==> src/rtl/lsu_ctrl.sv <==
// lsu_ctrl: load/store sequencer between the MEM stage and a req/gnt/rvalid data port.
// Misaligned halfword/word accesses become two word transactions when SPLIT_EN=1.
module lsu_ctrl #(
    parameter bit SPLIT_EN = 1'b1
) (
    input  logic        clk,
    input  logic        rst_n,
    input  logic        req_valid,
    input  logic        req_we,
    input  logic [31:0] req_addr,
    input  logic [31:0] req_wdata,
    input  logic [2:0]  req_funct3,
    output logic        req_ready,
    output logic        stall,
    output logic        resp_valid,
    output logic [31:0] resp_rdata,
    output logic        misalign_err,
    output logic        mem_req,
    output logic        mem_we,
    output logic [31:0] mem_addr,
    output logic [31:0] mem_wdata,
    output logic [3:0]  mem_be,
    input  logic        mem_gnt,
    input  logic        mem_rvalid,
    input  logic [31:0] mem_rdata
);
    localparam logic [2:0] ST_IDLE  = 3'd0;
    localparam logic [2:0] ST_REQ0  = 3'd1;
    localparam logic [2:0] ST_WAIT0 = 3'd2;
    localparam logic [2:0] ST_REQ1  = 3'd3;
    localparam logic [2:0] ST_WAIT1 = 3'd4;
    localparam logic [2:0] ST_DONE  = 3'd5;

    logic [2:0]  state_r;
    logic [1:0]  off_r;
    logic        we_r;
    logic [31:0] wdata_r;
    logic [2:0]  funct3_r;
    logic [31:0] lo_r;
    logic        req_split_s;
    logic        cur_split_s;

    // Byte enables of the size pattern shifted to the offset; hi selects the spill into the next word.
    function automatic logic [3:0] be_part(input logic [2:0] f3, input logic [1:0] off, input logic hi);
        logic [7:0] full;
        case (f3[1:0])
            2'b00:   full = 8'b0000_0001;
            2'b01:   full = 8'b0000_0011;
            default: full = 8'b0000_1111;
        endcase
        full = full << off;
        be_part = hi ? full[7:4] : full[3:0];
    endfunction

    function automatic logic [31:0] wd_part(input logic [31:0] wd, input logic [1:0] off, input logic hi);
        logic [63:0] full;
        full = {32'd0, wd} << {off, 3'b000};
        wd_part = hi ? full[63:32] : full[31:0];
    endfunction

    function automatic logic [31:0] load_merge(input logic [63:0] hilo, input logic [1:0] off,
                                               input logic [2:0] f3);
        logic [63:0] sh;
        logic [31:0] raw;
        sh  = hilo >> {off, 3'b000};
        raw = sh[31:0];
        case (f3)
            3'b000:  load_merge = {{24{raw[7]}}, raw[7:0]};
            3'b001:  load_merge = {{16{raw[15]}}, raw[15:0]};
            3'b100:  load_merge = {24'd0, raw[7:0]};
            3'b101:  load_merge = {16'd0, raw[15:0]};
            default: load_merge = raw;
        endcase
    endfunction

    assign req_ready = (state_r == ST_IDLE);
    assign stall     = ((state_r != ST_IDLE) && (state_r != ST_DONE)) ||
                       ((state_r == ST_IDLE) && req_valid);

    // An access is split exactly when its byte lanes spill past lane 3.
    always_comb begin
        req_split_s = |be_part(req_funct3, req_addr[1:0], 1'b1);
        cur_split_s = |be_part(funct3_r, off_r, 1'b1);
    end

    // Sequencer state, captured request and registered memory/response outputs.
    always_ff @(posedge clk or negedge rst_n) begin
        if (!rst_n) begin
            state_r      <= ST_IDLE;
            off_r        <= 2'd0;
            we_r         <= 1'b0;
            wdata_r      <= 32'd0;
            funct3_r     <= 3'd0;
            lo_r         <= 32'd0;
            mem_req      <= 1'b0;
            mem_we       <= 1'b0;
            mem_addr     <= 32'd0;
            mem_wdata    <= 32'd0;
            mem_be       <= 4'd0;
            resp_valid   <= 1'b0;
            resp_rdata   <= 32'd0;
            misalign_err <= 1'b0;
        end else begin
            case (state_r)
                ST_IDLE: begin
                    resp_valid   <= 1'b0;
                    misalign_err <= 1'b0;
                    if (req_valid) begin
                        off_r    <= req_addr[1:0];
                        we_r     <= req_we;
                        wdata_r  <= req_wdata;
                        funct3_r <= req_funct3;
                        if (req_split_s && !SPLIT_EN) begin
                            state_r      <= ST_DONE;
                            resp_valid   <= 1'b1;
                            misalign_err <= 1'b1;
                            resp_rdata   <= 32'd0;
                        end else begin
                            state_r   <= ST_REQ0;
                            mem_req   <= 1'b1;
                            mem_we    <= req_we;
                            mem_addr  <= {req_addr[31:2], 2'b00};
                            mem_be    <= be_part(req_funct3, req_addr[1:0], 1'b0);
                            mem_wdata <= wd_part(req_wdata, req_addr[1:0], 1'b0);
                        end
                    end
                end
                ST_REQ0: begin
                    if (mem_gnt) begin
                        mem_req <= 1'b0;
                        state_r <= ST_WAIT0;
                    end
                end
                ST_WAIT0: begin
                    if (mem_rvalid) begin
                        lo_r <= mem_rdata;
                        if (cur_split_s) begin
                            state_r   <= ST_REQ1;
                            mem_req   <= 1'b1;
                            mem_addr  <= mem_addr + 32'd4;
                            mem_be    <= be_part(funct3_r, off_r, 1'b1);
                            mem_wdata <= wd_part(wdata_r, off_r, 1'b1);
                        end else begin
                            state_r    <= ST_DONE;
                            resp_valid <= 1'b1;
                            resp_rdata <= we_r ? 32'd0 : load_merge({32'd0, mem_rdata}, off_r, funct3_r);
                        end
                    end
                end
                ST_REQ1: begin
                    if (mem_gnt) begin
                        mem_req <= 1'b0;
                        state_r <= ST_WAIT1;
                    end
                end
                ST_WAIT1: begin
                    if (mem_rvalid) begin
                        state_r    <= ST_DONE;
                        resp_valid <= 1'b1;
                        resp_rdata <= we_r ? 32'd0 : load_merge({mem_rdata, lo_r}, off_r, funct3_r);
                    end
                end
                ST_DONE: begin
                    resp_valid   <= 1'b0;
                    misalign_err <= 1'b0;
                    state_r      <= ST_IDLE;
                end
                default: begin
                    state_r <= ST_IDLE;
                    mem_req <= 1'b0;
                end
            endcase
        end
    end
endmodule

==> config.mk <==
export PLATFORM = sky130hd
export DESIGN_NAME = lsu_ctrl
export DESIGN_NICKNAME = d
export VERILOG_FILES = /design/src/rtl/lsu_ctrl.sv
export SDC_FILE = /design/constraint.sdc
export NUM_CORES = 1
export LEC_CHECK = 0
export ABC_AREA = 1
export ABC_CLOCK_PERIOD_IN_PS = 3100
export BUFFER_PORTS_ARGS = -buffer_cell sky130_fd_sc_hd__buf_2
export CORE_UTILIZATION = 50
export DETAILED_ROUTE_END_ITERATION = 7
export PLACE_DENSITY = 0.78
export SLEW_MARGIN = 25
export SYNTH_ARGS = -nofsm -noshare
export SYNTH_HDL_FRONTEND = slang
export SYNTH_SLANG_ARGS = --single-unit
==> constraint.sdc <==
create_clock -name clk -period 3.1 [get_ports clk]
set_input_delay 0.62 -clock clk [delete_from_list [all_inputs] [get_ports clk]]
set_output_delay 0.62 -clock clk [all_outputs]
set_load 0.005 [all_outputs]
# --- Yosys cells after proc, flatten, opt, wreduce, memory -nomap -nowiden ---
# Cells that the tools add are included.
word_totals:
  wordCells: 105
  reg_bits: 175
  input_bits: 105
  output_inout_bits: 106
classes:
  n_bitwise: 1
  n_addsub: 1
  n_mux: 43
  eq_ne: 19
  n_reduce_logical: 22
  n_shift: 7
ops:
  columns: ["cell", "n"]
  rows:
  - ["two-way mux 32 bit", 11]
  - ["case mux 32 bit (4 select lines)", 2]
  - ["case mux 32 bit (2 select lines)", 3]
  - ["left shift 32 x 5 -> 64 bit", 1]
  - [">> shifter 64 x 5 -> 32 bit", 1]
  - ["two-way mux 8 bit", 5]
  - ["adder 32 x 3 -> 32 bit (second input constant)", 1]
  - ["left shift 32 x 5 -> 32 bit", 1]
  - [">> shifter 32 x 5 -> 32 bit", 1]
  - ["case mux 4 bit (2 select lines)", 3]
  - ["two-way mux 3 bit", 6]
  - ["left shift 8 x 2 -> 8 bit", 2]
  - ["case mux 3 bit (5 select lines)", 1]
  - ["!= test 2 bit (second input constant)", 7]
  - ["equality test 3 bit (second input constant)", 4]
  - ["two-way mux 4 bit", 3]
  - ["AND reduction 4 bit", 3]
  - ["AND reduction 5 bit", 2]
  - ["left shift 8 x 2 -> 4 bit", 1]
  - ["two-way mux 1 bit", 7]
  - ["equality test 3 x 1 -> 1 bit (second input constant)", 2]
  - ["equality test 3 x 2 -> 1 bit (second input constant)", 2]
  - ["logical NOT 3 bit", 2]
  - ["nonzero test 3 bit", 2]
  - ["other kinds (13)", 20]

# --- Depth between registers and ports, before layout ---
logic_depth:
  ltp_word: 11
  mapped_depth: 12
  depth_no_buf: 11

# --- Worst setup path before layout ---
# No wires, ideal clock.
synth_path:
  path_kind: "reg-to-output"
  startpoint: "register state_r[2]"
  endpoint: "output port stall"
  path_slack_ns: 1.232
  path_stages_with_launch: 8
  arrival_time_ns: 1.248
  path_buffers: 2
  t_required_ns: 2.480
  path_cell_list: "dfrtp_1 -> inv_2 -> nand2_1 -> nor2_2 -> nand2_1 -> buf_2 -> clkbuf_1 -> o21ai_0"
synth_between:
  elab_chain_len: 3
  elab_cells_between_ends: 6
  cone_classes: "1 x eq/ne; 5 x reduce/logical"
synth_lines:
  columns: ["item", "line_no", "source"]
  rows:
  - ["from (decl)", "34", "logic [2:0] state_r;"]
  - ["from (signal assigned)", "89", "state_r <= ST_IDLE;"]
  - ["from (signal assigned)", "114", "state_r <= ST_DONE;"]
  - ["from (signal assigned)", "119", "state_r <= ST_REQ0;"]
  - ["logical NOT 3 bit", null, null]
  - ["named net req_ready", "13", "output logic req_ready,"]
  - ["logical AND 1 bit", "78", "((state_r == ST_IDLE) && req_valid);"]
  - ["logical OR 1 bit", "77", "assign stall = ((state_r != ST_IDLE) && (state_r != ST_DONE)) ||"]
  - ["to (decl)", "14", "output logic stall,"]
# The timed path passes the listed nets, and every way through them passes these cells.

# --- Worst setup path after layout ---
layout_path:
  startpoint: "register off_r[0]"
  endpoint: "register mem_wdata[5]"
layout_between:
  elab_chain_len: 4
  elab_cells_between_ends: 8
  cone_classes: "1 x eq/ne; 2 x shift; 3 x mux; 2 x reduce/logical"
layout_lines:
  columns: ["item", "line_no", "source"]
  rows:
  - ["from (decl)", "35", "logic [1:0] off_r;"]
  - ["from (signal assigned)", "109", "off_r <= req_addr[1:0];"]
  - ["left shift 32 x 5 -> 64 bit or left shift 8 x 2 -> 8 bit (tied branches)", "57, 51", null]
  - ["two-way mux 32 bit or OR reduction 4 bit (tied branches)", "137, 83", null]
  - ["two-way mux 32 bit or != test 2 bit (tied branches)", null, null]
  - ["case mux 32 bit (2 select lines) or AND reduction 4 bit (tied branches)", null, null]
  - ["to (signal assigned)", "124", "mem_wdata <= wd_part(req_wdata, req_addr[1:0], 1'b0);"]
  - ["to (signal assigned)", "142", "mem_wdata <= wd_part(wdata_r, off_r, 1'b1);"]
  - ["to (decl)", "21", "output logic [31:0] mem_wdata,"]
# Parallel ways exist; a longest one is shown, timed or not. The select of a mux whose other input is x is not followed.
# A chain may end at the register's enable or synchronous reset.

==> summary by stage <==
Setup path
For the worst setup path, the data arrival time is approximately 2700 ps. Data on the critical path is required at its endpoint by approximately 3500 ps. STA classifies the critical path startpoint as a register. Counting stages on the worst path, the most repeated cell is nand2_1. The signal on the critical path passes through inv_2 > buf_4 > nand2_1 > a21oi_1 > a31oi_1 > o21ai_0 > nand2_1 > nand2_1. The type of the setup path with the least slack is reg -> reg.

For this run, the slowest stage of the critical path takes 700 ps. For flop-to-flop paths, the worst setup slack is about 800 ps. The cell at the slowest stage of the critical path is dfrtp_4. Along the worst path, the maximum fanout reaches 61.

The worst setup path is captured at a register.

Yosys
In the post-synthesis netlist, the biggest area contributors are dfrtp_1 40%, nand2_1 21%, o21ai_0 9.5%. The number of different library cells used by synthesis comes to 44. Summing the sequential cell areas from Yosys gives between 30% and 40% of the chip area.

The post-synthesis cell area is between 10000 and 15000 sq um. The portion of synthesized cell area occupied by the leading cell type is 39.9%. The most used flip-flop cell after synthesis is dfrtp_1. The synthesized flop and latch total is 165.

The fraction of registers with async set or reset after synthesis is 100%. The mean post-synth cell area is slightly below 7 sq um. nand2_1 is the most common cell in the netlist. The commonest cells after synthesis are 566 x nand2_1, 196 x o21ai_0, 165 x dfrtp_1, 113 x nand3_1, 106 x nor2_1. The number of enable-type register cells in the synthesized netlist is 0. After technology mapping, the gate count stands at ~1.5k.

The count of warnings emitted by yosys is 0. The biggest area consumer among synthesized cells is dfrtp_1.

Route
For this block, the via count after detailed routing is 10.8k. The number of detailed-route iterations in the first pass is 6. For this block, the initial DRC count from the detailed router was around 1000. The total detailed-routing wirelength is roughly 32000 um. After detailed routing, the number of vias per cell comes to 5.49. Once detail routing completed, the nets flagged for antenna violations numbered 0. The number of remaining DRC errors is 0. The average wire per standard cell is roughly 16 um.

Hold path
The worst hold path belongs to the class in -> async.

Die
In this run the standard cell core region covers 20200 sq um. The height of the die is around 150 um. The top-level I/O count is 211. The width of the die is approximately 150 um. For this configuration, the core starts out at a cell density of approximately half. The floorplan has 52 rows.

The die covers 21300 sq um.

Clock tree
The number of buffers added for setup after CTS is 0. The number of buffers on the longest clock path is 2. The total of cells resized after clock tree synthesis is 0.

The tree is rooted in a clkbuf_16. Counting every sink on the clock net gives between 150 and 200. At the later pin of the worst-skew pair, clock insertion delay measures ~440 ps.

The clock input transition at the sequential cells of the worst setup and hold paths is 80 ps. The count of hold-fix buffers inserted at cts is 0. The H-tree was split into 4 levels.

Counting the buffers created by CTS gives 17. TritonCTS built the clock tree.

STA
In the finished design, the share of the clock period the worst path needs comes to between 70% and 80%. The number of hold-slack violations in the final timing report is 0. Hold is met by roughly 170 ps. The setup skew after layout is ~15 ps. The worst pin sits at a relative slew slack of 44.1%. At the pin with the least slew margin, the transition time is between 800 and 900 ps. The number of failing setup endpoints in the final timing report is 0.

The worst path needs about 2300 ps of the cycle, external delays included. The maximum achievable frequency is 0.436 GHz. Setup total negative slack on the finished layout was measured at 0 ps. Setup repair after global routing left no endpoint under its margin. The count of pins over their slew limit is 0.

Power
The power per unit of standard cell area is around 1000 nW/um^2. The relative contribution of sequential cells to total power is about a third. The switching component of the power is ~5.6 mW.

VDD sags by at most slightly below 0.5 mV. The internal portion of total power is approximately 6.3 mW. The clock network is responsible for 17.7% of the overall power.

Combinational logic burns ~49% of the power. The switching power share of the total is about 47%. The leakage power is ~6.2 nW.

Cells and area
For this run, the number of standard cells in the final layout without fillers is between 1.5k and 2k. The growth of design area from synthesis to finish is 16.4%. The post-route core utilization is between 50% and 60%. The antenna diode count is 0. The layout cell share with drive strength beyond 1 is between 15 and 20%.

For this run, the post-layout net count is roughly 1.8k.

GRT
The first global-routing pass estimated roughly 50000 um of wire. Entering global routing, the biggest net connects just under 80 pins. Global routing finished with a remaining overflow of 0. The initial antenna violation count is 0. Across every metal layer, demand over resource in global routing totals 30.2%. The number of global-route vias before repair came to between 9k and 10k.

Placement
The count of placed standard cells including taps is 1936. The placer's final routability congestion estimate is 0.979. Summed over all nets, the half-perimeter wirelength after detailed placement is between 20000 and 25000 um. The number of port buffers is 207.

Run
The max-capacitance violation count is 0.

Status
The run finished with clean final reports.
[path summary, 6_finish.rpt]
check,end,start,depth (start not counted)
setup / recovery,mem_wdata[5],off_r[0],8
hold / removal,wdata_r[29],rst_n,1
setup reg to reg,mem_wdata[5],off_r[0],8
hold reg to reg,mem_wdata[7],mem_wdata[7],2
max in group asynchronous,resp_rdata[6],rst_n,2
min in group clk,we_r,req_we,3
[metal layers]
metal	routed length (um)	vias up	global-route usage [%]
li1	-	5264	-
met1	14200	4928	44.2
met2	14100	540	45.0
met3	2430	81	4.26
met4	1070	0	12.4
met5	0	-	0
[layout make-up]
type                            instances  area (sq um)
Inverter                              111           419
Clock inverter                         15           153
Tap cell                              270           338
Sequential cell                       165          4130
Timing Repair Buffer                  226          1210
Clock buffer                           17           425
Fill cell                            1949          8200
Multi-Input combinational cell       1164          5360
[worst max-delay path, delay by kind of cell (launching register included)]
kind | cells | cell delay, ps
AND/OR/NAND/NOR | 3 | 270
AO/OA/AOI/OAI | 3 | 610
flip-flops | 1 | 700
buffers and inverters | 2 | 630
[sequential cells by signal, indices dropped and copies added (netlist names)]
name and cells:
off_r 2, wdata_r 24, mem_req 1, funct3_r 3, mem_be 4, we_r 1, resp_rdata 32, resp_valid 1
state_r 3, mem_addr 30, mem_wdata 32, lo_r 32
[placed cells by master, fill, tap and decap left out, drive strengths merged]
master,n
a21oi,29
a22oi,1
a31oi,7
and3,1
buf,226
clkbuf,17
clkinv,5
conb,3
dfrtp,165
ha,1
inv,121
mux2,9
mux2i,8
nand2,573
nand3,118
nand3b,10
nand4,4
nor2,109
nor3,6
o211ai,25
o21a,5
o21ai,217
o221ai,1
o22a,1
o22ai,12
o31ai,1
or2,16
xnor2,3
xor2,4
[kinds of logic (layout without fill, tap and decap cells)]
family          count (synthesis)  after routing  share of synthesized area [%]
buf+inv                       203            369                           8.37
compound gates                299            299                           15.6
xor+xnor                        7              7                          0.593
other cells                     1              3                         0.0362
fa+ha+maj                       1              1                          0.121
simple gates                  837            837                           33.6
mux                            17             17                           1.75
flops                         165            165                           39.9
[power groups by stage]
| stage | Clock, mW | Combinational [mW] | Sequential, mW |
|---|---|---|---|
| global route | 2.23 | 6.50 | 4.17 |
| detailed placement | 0 | 5.68 | 4.03 |
| finish | 2.11 | 5.78 | 4.03 |
| floorplan | 0 | 4.10 | 3.79 |
| global placement | 0 | 5.60 | 4.02 |
| CTS | 2.14 | 5.72 | 4.01 |
[through the flow]
stage / setup slack [ps] / power [mW] / instance area (sq um)
2_1_floorplan: 1230 / 7.89 / 10400
3_3_place_gp: 884 / 9.62 / 11500
3_5_place_dp: 863 / 9.72 / 11500
4_1_cts: 830 / 11.9 / 12000
5_1_grt: 614 / 12.9 / 12000
6_report: 807 / 11.9 / 12000
Power figures use the tool's default switching activity.
